--- src/rtl/inst_fetch.sv ---
// Instruction fetch stage: single-outstanding request FSM with delay-slot
// aware redirect capture feeding the decode stage.
module inst_fetch #(
    parameter logic [31:0] RESET_PC = 32'hbfc00000
) (
    input  logic        clk,
    input  logic        resetn,
    output logic        inst_req,
    output logic [31:0] inst_addr,
    input  logic        inst_addr_ok,
    input  logic [31:0] inst_rdata,
    input  logic        inst_data_ok,
    output logic        if_valid,
    output logic [31:0] if_inst,
    output logic [31:0] if_pc,
    input  logic        id_allow_in,
    input  logic        br_valid,
    input  logic        jump_short,
    input  logic [31:0] br_target,
    input  logic        jump_long,
    input  logic [31:0] j_target
);

    typedef enum logic [1:0] {
        S_IDLE,
        S_REQ,
        S_WAIT,
        S_HOLD
    } state_t;

    state_t      r_state;
    logic [31:0] r_pc;
    logic [31:0] r_redir_pc;
    logic        r_redir_pend;
    logic        r_req;
    logic        r_valid;
    logic [31:0] r_if_inst;
    logic [31:0] r_if_pc;

    logic        w_capture;
    logic [31:0] w_target;
    logic        w_handoff;
    logic [31:0] w_next_pc;

    assign w_capture = br_valid & (jump_short | jump_long);
    assign w_target  = (jump_long ? j_target : br_target) & 32'hffff_fffc;
    assign w_handoff = (r_state == S_HOLD) & id_allow_in;

    // A target arriving in the handoff cycle bypasses the pending slot.
    always_comb begin
        w_next_pc = r_pc + 32'd4;
        if (w_capture)
            w_next_pc = w_target;
        else if (r_redir_pend)
            w_next_pc = r_redir_pc;
    end

    always_ff @(posedge clk or negedge resetn) begin
        if (!resetn) begin
            r_state      <= S_IDLE;
            r_pc         <= RESET_PC;
            r_redir_pc   <= 32'd0;
            r_redir_pend <= 1'b0;
            r_req        <= 1'b0;
            r_valid      <= 1'b0;
            r_if_inst    <= 32'd0;
            r_if_pc      <= 32'd0;
        end else begin
            unique case (r_state)
                S_IDLE: begin
                    r_state <= S_REQ;
                    r_req   <= 1'b1;
                end
                S_REQ: begin
                    if (inst_addr_ok) begin
                        r_state <= S_WAIT;
                        r_req   <= 1'b0;
                    end
                end
                S_WAIT: begin
                    if (inst_data_ok) begin
                        r_state   <= S_HOLD;
                        r_valid   <= 1'b1;
                        r_if_inst <= inst_rdata;
                        r_if_pc   <= r_pc;
                    end
                end
                S_HOLD: begin
                    if (id_allow_in) begin
                        r_state <= S_REQ;
                        r_req   <= 1'b1;
                        r_valid <= 1'b0;
                        r_pc    <= w_next_pc;
                    end
                end
                default: r_state <= S_IDLE;
            endcase

            if (w_handoff) begin
                r_redir_pend <= 1'b0;
            end else if (w_capture) begin
                r_redir_pc   <= w_target;
                r_redir_pend <= 1'b1;
            end
        end
    end

    assign inst_req  = r_req;
    assign inst_addr = r_pc;
    assign if_valid  = r_valid;
    assign if_inst   = r_if_inst;
    assign if_pc     = r_if_pc;

endmodule

--- config.mk ---
export PLATFORM = sky130hd
export DESIGN_NAME = inst_fetch
export DESIGN_NICKNAME = d
export VERILOG_FILES = /design/src/rtl/inst_fetch.sv
export SDC_FILE = /design/constraint.sdc
export NUM_CORES = 1
export LEC_CHECK = 0
export BUFFER_PORTS_ARGS = -buffer_cell sky130_fd_sc_hd__buf_2
export CORE_MARGIN = 4
export CORE_UTILIZATION = 40
export CTS_CLUSTER_SIZE = 24
export DETAILED_ROUTE_END_ITERATION = 7
export PLACE_DENSITY = 0.72
export SETUP_SLACK_MARGIN = 0.1
export SLEW_MARGIN = 25
export SYNTH_ARGS = -nofsm -noshare
export SYNTH_HDL_FRONTEND = slang
export SYNTH_SLANG_ARGS = --single-unit
--- constraint.sdc ---
create_clock -name clk -period 2.6 [get_ports clk]
set_input_delay 0.39 -clock clk [delete_from_list [all_inputs] [get_ports clk]]
set_output_delay 0.39 -clock clk [all_outputs]
set_load 0.005 [all_outputs]
After elaboration in Yosys (flattened, before gate mapping)
Cells that the tools add are included.
- register bits: 131
- input bits: 104
- output and inout bits: 98
- logic and storage cells: 44
- $add $sub $neg: 1
- eq/ne operators: 6
- muxes and demuxes: 15
- bitwise operators: 4
- reduce and logical (&&, ||, !) cells: 10
- operators with widths (cell ; number):
    $mux 32 ; 3
    $add 32x3->32 const B ; 1
    $reduce_and 3->1 ; 3
    $pmux 2 s4 ; 1
    $mux 1 ; 6
    $mux 2 ; 3
    $ne 2x2->1 const B ; 3
    $reduce_and 2->1 ; 3
    $eq 2x2->1 const B ; 2
    $reduce_bool 2->1 ; 2
    $pmux 1 s3 ; 1
    $reduce_bool 3->1 ; 1
    $and 1x1->1 ; 2
    $eq 2x1->1 const B ; 1
    $logic_not 2->1 ; 1
    $pmux 1 s2 ; 1
    $not 1->1 ; 1
    $or 1x1->1 ; 1

Longest topological paths before layout
- depth after elaboration: 4
- gate-level depth with buffers: 8
- mapped depth without buffers: 7

Least setup slack after synthesis
OpenSTA, ideal clock, no wires.
- kind: input-to-reg
- start: in jump_long
- end: reg r_pc[26], in the netlist inst_addr[26]
- library setup time: 82 ps
- data arrival time: 1739 ps
- data required time: 2518 ps
- setup slack: 780 ps
- cell stages on the path: 8
- buffers on the path: 3
- path through: buf_2 -> buf_2 -> buf_2 -> mux2i_1 -> nor2_1 -> a31oi_1 -> nor2_1 -> a211o_1
- word-level cells in the longest chain between the ends: 3
- elaborated cells between the ends (all ways): 4
- those cells by class: 2 x mux; 2 x bitwise
- RTL lines (item ; RTL line ; source):
    start: declaration ; 20 ; input logic jump_long,
    $or 1x1->1 ; 45 ; assign w_capture = br_valid & (jump_short | jump_long);
    $and 1x1->1 ; 45 ;
    $mux 32 (*) ; 52 ; if (w_capture)
    end signal: assignment ; 93 ; r_pc <= w_next_pc;
    end: declaration ; 32 ; logic [31:0] r_pc;
Mark *: on every way between the ends. The rest lies on a longest branch, timed or not.
A chain may end at the register's enable or synchronous reset.

Worst setup path after layout
- start: reg r_pc[2], in the netlist inst_addr[2]
- end: reg r_pc[26], in the netlist inst_addr[26]
- word-level cells in the longest chain between the ends: 3
- RTL lines (item ; RTL line ; source):
    $add 32x3->32 ; 51 ; w_next_pc = r_pc + 32'd4;
    $mux 32 ; 54 ; else if (r_redir_pend)
    $mux 32 ; 52 ;
No other way between the ends.

==> flow_metrics.env <==
export IMPL_drt_total_wl_um=16500
export IMPL_path_max_fanout=10
export IMPL_critical_path_required_ps=2940
export IMPL_timing_final_crit_period_ps=2120
export IMPL_initial_core_util_pct=41.2
export IMPL_cell_internal_pwr_uw=5820
export IMPL_seq_power_share_pct=41.6
export IMPL_dieArea_um2=17900
export IMPL_layout_common_cells="192 x buf_2, 118 x dfrtp_1, 78 x o21ai_0, 68 x nand2_1, 61 x mux2_2"
export IMPL_synth_top_area_cell="dfrtp_1"
export IMPL_finalSetupViolCount=0
export IMPL_hp_class="primary input to flip-flop"
export IMPL_layout_drive_gt1_share_pct=39.5
export IMPL_max_cap_violations=0
export IMPL_grtUsageTotal_pct=18.8
export IMPL_status="completed"
export IMPL_path_cells="ha_1, nand3_1, nor4_4, nand4_1, mux2i_1, a211o_1"
export IMPL_leakage_uw=0.00393
export IMPL_post_cts_buffers=0
export IMPL_fin_nets=908
export IMPL_cts_htree_levels=4
export IMPL_fin_tns_setup_ps=0
export IMPL_skew_ps=8.76
export IMPL_ys_types=59
export IMPL_cts_tree="done"
export IMPL_synth_area_top_cells="dfrtp_1 47%, mux2_2 11%, o21ai_0 6.2%"
export IMPL_max_stage_delay_ps=530
export IMPL_cp_end_kind="flip-flop"
export IMPL_area_growth_pct=28.1
export IMPL_vias=5379
export IMPL_rows=45
export IMPL_fillers=1404
export IMPL_clkSinkCount=127
export IMPL_cts_buffers=17
export IMPL_cp_arrival_ps=2460
export IMPL_maxSlewHeadroom_pct=55.2
export IMPL_power_density_nw_per_um2=1100
export IMPL_whs_path_depth=2
export IMPL_gp_congestion=0.775
export IMPL_ant_nets=0
export IMPL_die_w_um=134
export IMPL_tightest_slew_ps=666
export IMPL_core_area_um2=15400
export IMPL_syn_area_per_cell_um2=10.3
export IMPL_wl_per_cell_um=16.1
export IMPL_grt_pass1_vias=5355
export IMPL_clkTransAtPathRegs_ps=60
export IMPL_switching_share_pct=34.7
export IMPL_syn_inst=613
export IMPL_ys_warn_count=0
export IMPL_clk_latency_ps=410
export IMPL_cp_start_kind="flip-flop"
export IMPL_r2r_setup_slack_ps=480
export IMPL_synth_edf_count=0
export IMPL_detailed_place_hpwl_um=12100
export IMPL_p_clk_share_pct=24.7
export IMPL_async_flop_share_pct=100
export IMPL_layout_commonest_cell="buf_2"
export IMPL_vias_per_cell=5.26
export IMPL_crit_type="flip-flop to flip-flop"
export IMPL_drt_iter0_markers=299
export IMPL_drv_slew=0
export IMPL_timing_fmax_mhz=472
export IMPL_synth_cell_area_um2=6330
export IMPL_ys_flop_type="dfrtp_1"
export IMPL_rr_worst_depth=6
export IMPL_hold_viol_final=0
export IMPL_drc=0
export IMPL_dr_pass1_iters=5
export IMPL_grt_overflow=0
export IMPL_dp_cells=990
export IMPL_final_core_util_pct=52.8
export IMPL_yosysSeqAreaShare_pct=50.4
export IMPL_root_buffer="clkbuf_16"
export IMPL_p_sw_uw=3100
export IMPL_stdcell_count=1023
export IMPL_die_h_um=134
export IMPL_grt_max_degree=59
export IMPL_finalCritPeriodShare_pct=81.5
export IMPL_slowest_stage="nor4_4"
export IMPL_synth_top_area_share_pct=46.6
export IMPL_rsz0062_at_grt="no"
export IMPL_grt_pass1_wl_um=27000
export IMPL_pwr_share_comb_pct=33.6
export IMPL_io_buffer_count=193
export IMPL_diodes=0
export IMPL_cts_buffer_depth=2
export IMPL_io_pins=202
export IMPL_vdd_drop_max_mv=0.601
export IMPL_grt_antenna_before_repair=0
export IMPL_synth_seq_cells=127
routing by layer:
metal | wire length (um) | GRT usage [%] | up-vias
met4 | 225 | 6.46 | 0
met5 | 0 | 0 | -
li1 | - | - | 2581
met1 | 7440 | 24.5 | 2609
met2 | 7710 | 30.1 | 174
met3 | 1130 | 5.36 | 15
Yosys cell counts, types with 2 or more instances:
cell        n
dfrtp_1   118
o21ai_0    78
nand2_1    70
mux2_2     61
mux2i_1    34
nor2_1     32
clkbuf_1   28
nand3_1    22
a21oi_1    18
a31oi_1    16
and3_1      9
dfstp_2     9
buf_2       8
nor3_1      7
o31ai_1     7
buf_4       6
inv_1       6
a21o_1      5
a41oi_1     5
ha_1        5
nand4_1     5
and2_1      4
xnor2_1     4
xor2_1      4
buf_1       3
nor4_1      3
o311ai_0    3
or3_1       3
a211o_1     2
a22o_1      2
and4_1      2
clkbuf_2    2
nand2b_1    2
nor2b_1     2
o21ai_1     2
o41ai_1     2
or4_1       2
power by group through the flow:
stage | Clock [uW] | Sequential, uW | Combinational [uW]
detailed placement | 0 | 3740 | 3040
finish | 2210 | 3710 | 3000
floorplan | 0 | 3570 | 1800
global placement | 0 | 3700 | 2970
global route | 2350 | 3870 | 3380
CTS | 2260 | 3720 | 3050
stage by stage:
| step | hold WS, ps | instance area (um^2) | worst slack [ps] | power (uW) |
|---|---|---|---|---|
| after CTS | 185 | 8110 | 502 | 9020 |
| after global placement | 409 | 7550 | 481 | 6660 |
| after global routing | 189 | 8110 | 304 | 9590 |
| after detailed placement | 409 | 7550 | 459 | 6780 |
| final | 202 | 8110 | 481 | 8910 |
| after floorplan | 94.4 | 6340 | 780 | 5370 |
sequential cells by signal, summed over array words and instances (netlist names):
signal,cells
r_redir_pend,1
if_valid,1
if_pc,30
r_state,2
r_redir_pc,30
inst_addr,30
if_inst,32
inst_req,1
area by class of cell:
| class | count | area, um^2 | share of cell area (%) |
|---|---|---|---|
| clock buffers | 21 | 460 | 5.68 |
| flip-flops and latches | 127 | 3190 | 39.3 |
| clock inverters | 11 | 91.3 | 1.13 |
| multi-input cells | 435 | 2930 | 36.1 |
| inverters | 7 | 26.3 | 0.324 |
| repair buffers | 211 | 1150 | 14.1 |
| well taps | 211 | 264 | 3.26 |
worst max-delay path, delay by kind of cell, from the launching register on:
kind	cells	cell delay (ps)
mux	1	150
fa+ha+maj	1	240
compound gates	1	260
simple gates	3	950
flops	1	440
final timing paths:
path,startpoint,end
setup / recovery,inst_addr[2],inst_addr[26]
hold / removal,inst_rdata[24],if_inst[24]
setup reg to reg,inst_addr[2],inst_addr[26]
hold reg to reg,r_redir_pc[7],r_redir_pc[7]
max in group asynchronous,resetn,inst_addr[31]
min in group asynchronous,resetn,if_inst[18]
what timing repair did:
action                    CTS  global route
hold buffers                1             0
hold endpoints to repair   48             0
gates resized for setup     0             0
kinds of logic (layout without fill, tap and decap cells):
kind of cell	after synthesis	in the layout	synth area share, %
adder cells (fa/ha/maj)	5	5	0.988
other	1	4	0.0592
buffers and inverters	54	250	3.75
flip-flops	127	127	50.4
XOR/XNOR	8	8	1.11
multiplexers	95	95	16.2
AND/OR/NAND/NOR	172	172	13.3
AO/OA/AOI/OAI	151	151	14.2
Power figures use the tool's default switching activity.
